==> config.mk <==
export PLATFORM = sky130hd
export DESIGN_NAME = bcd_gate_counter_flat
export DESIGN_NICKNAME = d
export VERILOG_FILES = /design/src/rtl/bcd_gate_counter_if.sv /design/src/rtl/bcd_gate_counter.sv /design/src/flat_wrapper.sv
export SDC_FILE = /design/constraint.sdc
export NUM_CORES = 1
export LEC_CHECK = 0
export ABC_AREA = 0
export BUFFER_PORTS_ARGS = -buffer_cell sky130_fd_sc_hd__buf_2
export CAP_MARGIN = 20
export CORE_MARGIN = 2
export CORE_UTILIZATION = 45
export CTS_CLUSTER_SIZE = 30
export DETAILED_ROUTE_END_ITERATION = 10
export PLACE_DENSITY_LB_ADDON = 0.3
export SKIP_CTS_REPAIR_TIMING = 1
export SYNTH_ARGS = -nofsm -noshare
export SYNTH_HDL_FRONTEND = slang
export SYNTH_SLANG_ARGS = --single-unit
export TNS_END_PERCENT = 1
==> constraint.sdc <==
create_clock -name clk -period 2.5 [get_ports clk]
set_input_delay 0.125 -clock clk [delete_from_list [all_inputs] [get_ports clk]]
set_output_delay 0.125 -clock clk [all_outputs]
set_load 0.01 [all_outputs]
==> src/rtl/bcd_gate_counter_if.sv <==
// Bus bundle between the gated BCD event counter and its user (stimulus side
// drives the event input and hold, display side reads the latched result).
interface bcd_gate_counter_if;
  logic       sig_in;
  logic       hold;
  logic [9:0] bcd_out;
  logic       ovf;
  logic       valid;

  modport master (
    output sig_in,
    output hold,
    input  bcd_out,
    input  ovf,
    input  valid
  );

  modport slave (
    input  sig_in,
    input  hold,
    output bcd_out,
    output ovf,
    output valid
  );
endinterface

==> src/rtl/bcd_gate_counter.sv <==
// Gated event counter: counts synchronised rising edges of sig_in over a fixed
// window in saturating 3-digit BCD and latches the result each window.
module bcd_gate_counter #(
  parameter int unsigned GATE_CYCLES = 50_000_000
) (
  input logic            clk,
  input logic            rst_n,
  bcd_gate_counter_if.slave bus
);

  localparam int unsigned   GW    = $clog2(GATE_CYCLES);
  localparam logic [GW-1:0] GLAST = GW'(GATE_CYCLES - 1);

  typedef enum logic [1:0] {GATE, LATCH, CLEAR} state_t;

  state_t        state_q, state_d;
  logic          s1_q, s2_q, d_q;
  logic          rise;
  logic [1:0]    h_q, h_d;
  logic [3:0]    t_q, t_d;
  logic [3:0]    u_q, u_d;
  logic          ovfacc_q, ovfacc_d;
  logic [GW-1:0] gcnt_q, gcnt_d;
  logic [9:0]    bcd_q, bcd_d;
  logic          ovf_q, ovf_d;
  logic          valid_q, valid_d;

  assign rise = s2_q & ~d_q;

  always_ff @(posedge clk or negedge rst_n) begin
    if (!rst_n) begin
      s1_q <= 1'b0;
      s2_q <= 1'b0;
      d_q  <= 1'b0;
    end else begin
      s1_q <= bus.sig_in;
      s2_q <= s1_q;
      d_q  <= s2_q;
    end
  end

  always_ff @(posedge clk or negedge rst_n) begin
    if (!rst_n) begin
      state_q  <= GATE;
      h_q      <= '0;
      t_q      <= '0;
      u_q      <= '0;
      ovfacc_q <= 1'b0;
      gcnt_q   <= '0;
      bcd_q    <= '0;
      ovf_q    <= 1'b0;
      valid_q  <= 1'b0;
    end else begin
      state_q  <= state_d;
      h_q      <= h_d;
      t_q      <= t_d;
      u_q      <= u_d;
      ovfacc_q <= ovfacc_d;
      gcnt_q   <= gcnt_d;
      bcd_q    <= bcd_d;
      ovf_q    <= ovf_d;
      valid_q  <= valid_d;
    end
  end

  always_comb begin
    state_d  = state_q;
    h_d      = h_q;
    t_d      = t_q;
    u_d      = u_q;
    ovfacc_d = ovfacc_q;
    gcnt_d   = gcnt_q;
    bcd_d    = bcd_q;
    ovf_d    = ovf_q;
    valid_d  = 1'b0;

    case (state_q)
      GATE: begin
        gcnt_d = gcnt_q + GW'(1);
        if (rise) begin
          // 299 is sticky: further events only raise the overflow flag
          if (h_q == 2'd2 && t_q == 4'd9 && u_q == 4'd9) begin
            ovfacc_d = 1'b1;
          end else if (u_q == 4'd9) begin
            u_d = '0;
            if (t_q == 4'd9) begin
              t_d = '0;
              h_d = h_q + 2'd1;
            end else begin
              t_d = t_q + 4'd1;
            end
          end else begin
            u_d = u_q + 4'd1;
          end
        end
        if (gcnt_q == GLAST) begin
          state_d = LATCH;
        end
      end
      LATCH: begin
        if (!bus.hold) begin
          bcd_d   = {h_q, t_q, u_q};
          ovf_d   = ovfacc_q;
          valid_d = 1'b1;
        end
        state_d = CLEAR;
      end
      CLEAR: begin
        h_d      = '0;
        t_d      = '0;
        u_d      = '0;
        ovfacc_d = 1'b0;
        gcnt_d   = '0;
        state_d  = GATE;
      end
      default: begin
        state_d = GATE;
      end
    endcase
  end

  assign bus.bcd_out = bcd_q;
  assign bus.ovf     = ovf_q;
  assign bus.valid   = valid_q;

endmodule

==> src/flat_wrapper.sv <==
// flat-port wrapper written by rule: the top's interface ports become plain ports
module bcd_gate_counter_flat 
#(
  parameter int unsigned GATE_CYCLES = 50_000_000
)
  (clk, rst_n, bus_sig_in, bus_hold, bus_bcd_out, bus_ovf, bus_valid);
  bcd_gate_counter_if bus_i ();
  input logic clk;
  input logic rst_n;
  input wire logic [$bits(bus_i.sig_in)-1:0] bus_sig_in;
  input wire logic [$bits(bus_i.hold)-1:0] bus_hold;
  output wire logic [$bits(bus_i.bcd_out)-1:0] bus_bcd_out;
  output wire logic [$bits(bus_i.ovf)-1:0] bus_ovf;
  output wire logic [$bits(bus_i.valid)-1:0] bus_valid;
  assign bus_i.sig_in = bus_sig_in;
  assign bus_i.hold = bus_hold;
  assign bus_bcd_out = bus_i.bcd_out;
  assign bus_ovf = bus_i.ovf;
  assign bus_valid = bus_i.valid;
  bcd_gate_counter #(.GATE_CYCLES(GATE_CYCLES)) u_core (.clk(clk), .rst_n(rst_n), .bus(bus_i));
endmodule
## Yosys cells after proc, flatten, opt, wreduce, memory -nomap -nowiden

Cells that the tools add are included.

| cells by class | value |
|---|---|
| eq/ne operators | 12 |
| muxes and demuxes | 22 |
| bitwise gates (word level) | 3 |
| $add $sub $neg | 4 |
| reductions and logical operators | 9 |

Operator list:

| cell | count |
|---|---|
| $pmux W26 S2 | 1 |
| $mux W4 | 7 |
| $add A26 B1 Y26 const B | 1 |
| $eq A26 B26 Y1 const B | 1 |
| $pmux W4 S2 | 2 |
| $mux W2 | 5 |
| $ne A2 B1 Y1 const B | 5 |
| $add A4 B1 Y4 const B | 2 |
| $eq A4 B4 Y1 const B | 2 |
| $pmux W2 S2 | 2 |
| $reduce_and A3 Y1 | 2 |
| $reduce_and A5 Y1 | 1 |
| $eq A2 B2 Y1 const B | 2 |
| $mux W1 | 4 |
| $reduce_and A4 Y1 | 1 |
| $add A2 B1 Y2 const B | 1 |
| $eq A2 B1 Y1 const B | 1 |
| $logic_and A1 B1 Y1 | 2 |
| $logic_not A2 Y1 | 1 |
| $ne A2 B2 Y1 const B | 1 |
| $not A1 Y1 | 2 |
| $pmux W1 S2 | 1 |
| $reduce_and A2 Y1 | 1 |
| $reduce_bool A2 Y1 | 1 |
| $and A1 B1 Y1 | 1 |

| storage, ports and cells | value |
|---|---|
| output and inout port bits | 12 |
| word-level logic and storage cells | 62 |
| register bits after elaboration | 54 |

## Depth between registers and ports, before layout

| logic depth | value |
|---|---|
| depth in word-level cells | 6 |
| gate-level depth with buffers | 6 |
| depth with buffers taken out | 6 |

## Worst setup path before layout

OpenSTA, ideal clock, no wires.

| path | value |
|---|---|
| path type | register to register |
| start point | register u_core.gcnt_q[0] |
| end point | register u_core.gcnt_q[24] |
| slack | 0.491 ns |
| setup time | 0.078 ns |
| stages on the path, launching flop included | 7 |
| arrival time | 1.931 ns |
| clock period less this slack | 2.009 ns |
| required time | 2.422 ns |
| path through | dfrtp_1 ha_1 nand4_1 or4_4 buf_6 or4_1 a21oi_1 |

| between the ends | value |
|---|---|
| longest elaborated chain between the ends | 2 |

Ends and longest elaborated chain:

| item | line | source |
|---|---|---|
| start: declaration | bcd_gate_counter.sv:23 | `logic [GW-1:0] gcnt_q, gcnt_d;` |
| start signal: assignment | bcd_gate_counter.sv:59 | `gcnt_q <= gcnt_d;` |
| $add A26 B1 Y26 | bcd_gate_counter.sv:79 | `gcnt_d = gcnt_q + GW'(1);` |
| $pmux W26 S2 | bcd_gate_counter.sv:77 | `case (state_q)` |

Every way passes these cells.
A chain may end at the register's enable or synchronous reset.

## Worst setup path in the final report

| path | value |
|---|---|
| start point | register u_core.gcnt_q[0] |
| end point | register u_core.gcnt_q[20] |

The elaborated chain is that of the path after synthesis.

==> impl_results.md <==
* Crit Path Max Fanout at 11
* Unrepaired setup endpoints after global routing: no
* Vert. Die Dim at 80.78 um
* Die span in x at 80.78 um
* # nets final at between 200 and 300
* CP Launch Type: register
* Starting Density at 0.4730
* CTS tree: built
* Crit path DAT at about 2400 ps
* Final HPWL from detailed placement at ~3600 um
* Sequential fraction of the synthesis area at 0.5094
* Ys Warns at 0
* Clk_lat worst skew at around 320 ps
* Antenna cells at 0
* First-pass GRT wire length at about 9000 um
* Hold path endpoint: u_core.bus.valid$_DFF_PN0_
* Total power at between 1.5 and 2 mW
* Num ports at 16
* Root buf cell: clkbuf_8
* Post-DRT Antenna Nets at 0
* Area after DPL at roughly 2800 um2
* Overall routed net length at roughly 5100 um
* Hold slack at 147.0 ps
* Number of synthesized flops with an enable pin at 0
* RePlAce Congestion at around 0.83
* Post-Route Utilization at 0.5245
* Antenna violations before repair at 0
* Kind of end point of the critical path: register
* Post-synth ARST share at 1.000
* Port bufs at 15
* DR iter-0 viols at between 90 and 100
* Fmax at 0.4607 GHz
* Via count at between 1500 and 2000
* Fillers at about 530
* Synth Net Count at 262
* Residual DRC at 0
* WL/cell at 14.93 um
* Num Clock Sinks at 54
* Tcrit/Tclk final at 0.8683
* #FFs+latches synth at 54
* Fin Setup TNS at 0 ps
* Drt first pass iters at 4
* Hold Fails Final Rpt at 0
* Vias in the first global route at 1948
* Maximum VDD drop at approximately 0.47 mV
* Req. time, crit path at 2730 ps
* Crit path kind: reg2reg
* Worst R2R Path Depth at 5
* Post-route cell area at between 2000 and 3000 um2
* Pwr per Cell Area at a little under 600 nW/um2
* Worst r2r src: u_core.gcnt_q[0]$_DFFE_PN0N_
* CP Cell Sequence: ha_1 -> nand4_1 -> or4_4 -> or4_1 -> a21oi_1
* H-tree depth at 2
* FF-to-FF End: u_core.gcnt_q[20]$_DFFE_PN0N_
* Static Leak at 1.311 nW
* Cell variety after synth at 47
* Pin count of the biggest net entering global routing at 36
* Crit path time final at roughly 2200 ps
* Remaining Overflow, GRT at 0
* # Max-Cap Violations at 0
* Clock Path Buffers at 2
* Area Growth Syn to Fin at 10.90%
* Worst path max stage delay at a little over 600 ps
* Share of layout cells above drive strength 1 at 0.1728
* Slowest cell on the critical path: or4_4
* Core Area at about 5600 um2
* Hold Startpoint: bus_hold
* Num CTS Buffers at 5
* Syn_area_per_cell at roughly 11 um2
* Die area at 6525 um2
* R2R setup slack at approximately 330 ps
* Worst-Margin Slew at approximately 470 ps
* Gate Count Post-Synth at roughly 250
* Cell Area, Synth at around 2700 um2
* Slew Limit Fails at 0
* Skew final at about 12 ps
* Hold WC Path Type: in2reg
* Setup violators final at 0
* Row count at 27
* Hold path depth at 3
* CTS clk-pin slew, worst paths at between 100 and 150 ps
* Status: finished, final reports clean
* Slew headroom at 0.6843
* GRT Overall Usage at 0.1757
* Most used DFF post-synth: dfrtp_1
* Vias per inst at about 5.8
-- synthesized netlist by cell type, types with 2 or more instances --
cell       n  area, um2
xnor2_1    7      61.31
nand4_1    5      31.28
nand2_1   19      71.32
nor3_1     7      35.03
nor2b_1    3      18.77
a21oi_1   16      80.08
o21ai_0   13      65.06
inv_1      9      33.78
o31ai_1    7      52.55
nor2_1    13      48.80
a22o_1     2      17.52
nand3b_1   3      22.52
nand2b_1   3      18.77
or2_2      3      18.77
and3_1     2      12.51
mux2_2    12      135.1
nor3b_1    3      22.52
dfrtp_1   54       1351
a21o_1     3      22.52
nand3_1    9      45.04
or4_1      8      60.06
ha_1       6      75.07
or3_1      6      37.54
clkbuf_1   6      22.52
nor4_1     7      43.79
mux2i_1    5      50.05
-- cell type report --
type,instances,area (um2),area share
Inverter,9,33.78,0.01148
Tap cell,72,90.09,0.03063
Clock buffer,5,68.82,0.02339
Clock inverter,3,47.55,0.01616
Sequential cell,54,1351,0.4594
Multi-Input combinational cell,180,1225,0.4164
Timing Repair Buffer,21,125.1,0.04254
-- cells by family after synthesis --
group | share of synthesized area
adder cells (fa/ha/maj) | 0.02830
flip-flops | 0.5094
XOR/XNOR | 0.02642
AND/OR/NAND/NOR | 0.2264
multiplexers | 0.06981
buffers and inverters | 0.02877
AO/OA/AOI/OAI | 0.1109
-- worst max path at each step --
stage / end / slack [ps] / start
final: u_core.gcnt_q[20]$_DFFE_PN0N_ / 330 / u_core.gcnt_q[0]$_DFFE_PN0N_
after global routing: u_core.gcnt_q[20]$_DFFE_PN0N_ / 220 / u_core.gcnt_q[0]$_DFFE_PN0N_
after CTS: u_core.gcnt_q[20]$_DFFE_PN0N_ / 350 / u_core.gcnt_q[0]$_DFFE_PN0N_
after detailed placement: u_core.gcnt_q[20]$_DFFE_PN0N_ / 400 / u_core.gcnt_q[0]$_DFFE_PN0N_
after global placement: u_core.gcnt_q[20]$_DFFE_PN0N_ / 480 / u_core.gcnt_q[0]$_DFFE_PN0N_
after floorplan: u_core.gcnt_q[24]$_DFFE_PN0N_ / 490 / u_core.gcnt_q[0]$_DFFE_PN0N_
-- registers in the layout (all words and copies together), names as in the netlist, 2 cells and up --
name / count
u_core.bus.bcd_out: 10
u_core.gcnt_q: 26
u_core.h_q: 2
u_core.state_q: 2
u_core.t_q: 4
u_core.u_q: 4
-- critical path, delay by kind of cell (launching register included) --
kind | cells | cell delay [ps]
AO/OA/AOI/OAI | 1 | 190
adder cells (fa/ha/maj) | 1 | 230
flip-flops | 1 | 410
AND/OR/NAND/NOR | 3 | 1250
-- stage by stage --
step           cells  worst slack (ps)
6_report         344             329.3
4_1_cts          342             347.1
3_3_place_gp     334             485.0
5_1_grt          344             224.0
3_5_place_dp     334             399.8
2_1_floorplan    252             490.9
-- metal layers --
layer  global-route usage  vias up  wire (um)
li1                     -      971          -
met3              0.04222       12        179
met2               0.2900       33       2531
met4              0.07119        0         87
met5                    0        -          0
met1               0.2229      971       2338
-- layout by cell type (no fill, tap or decap), types with 7 or more instances in the layout --
master | synthesis | routed
nor3_1 | 7 | 7
nor2_1 | 13 | 13
a21oi_1 | 16 | 16
buf_2 | 1 | 15
nor4_1 | 7 | 7
o31ai_1 | 7 | 7
nand2_1 | 19 | 19
xnor2_1 | 7 | 7
nand3_1 | 9 | 9
dfrtp_1 | 54 | 54
or4_1 | 8 | 8
inv_1 | 9 | 9
o21ai_0 | 13 | 13
mux2_2 | 12 | 12
-- where the power goes --
part / internal (mW) / total [mW] / switching (mW)
clock network: 0.306 / 0.620 / 0.314
logic: 0.0595 / 0.124 / 0.0644
registers: 0.911 / 0.966 / 0.0549
total: 1.28 / 1.71 / 0.433
No activity file was read; power rests on OpenSTA's default activity.
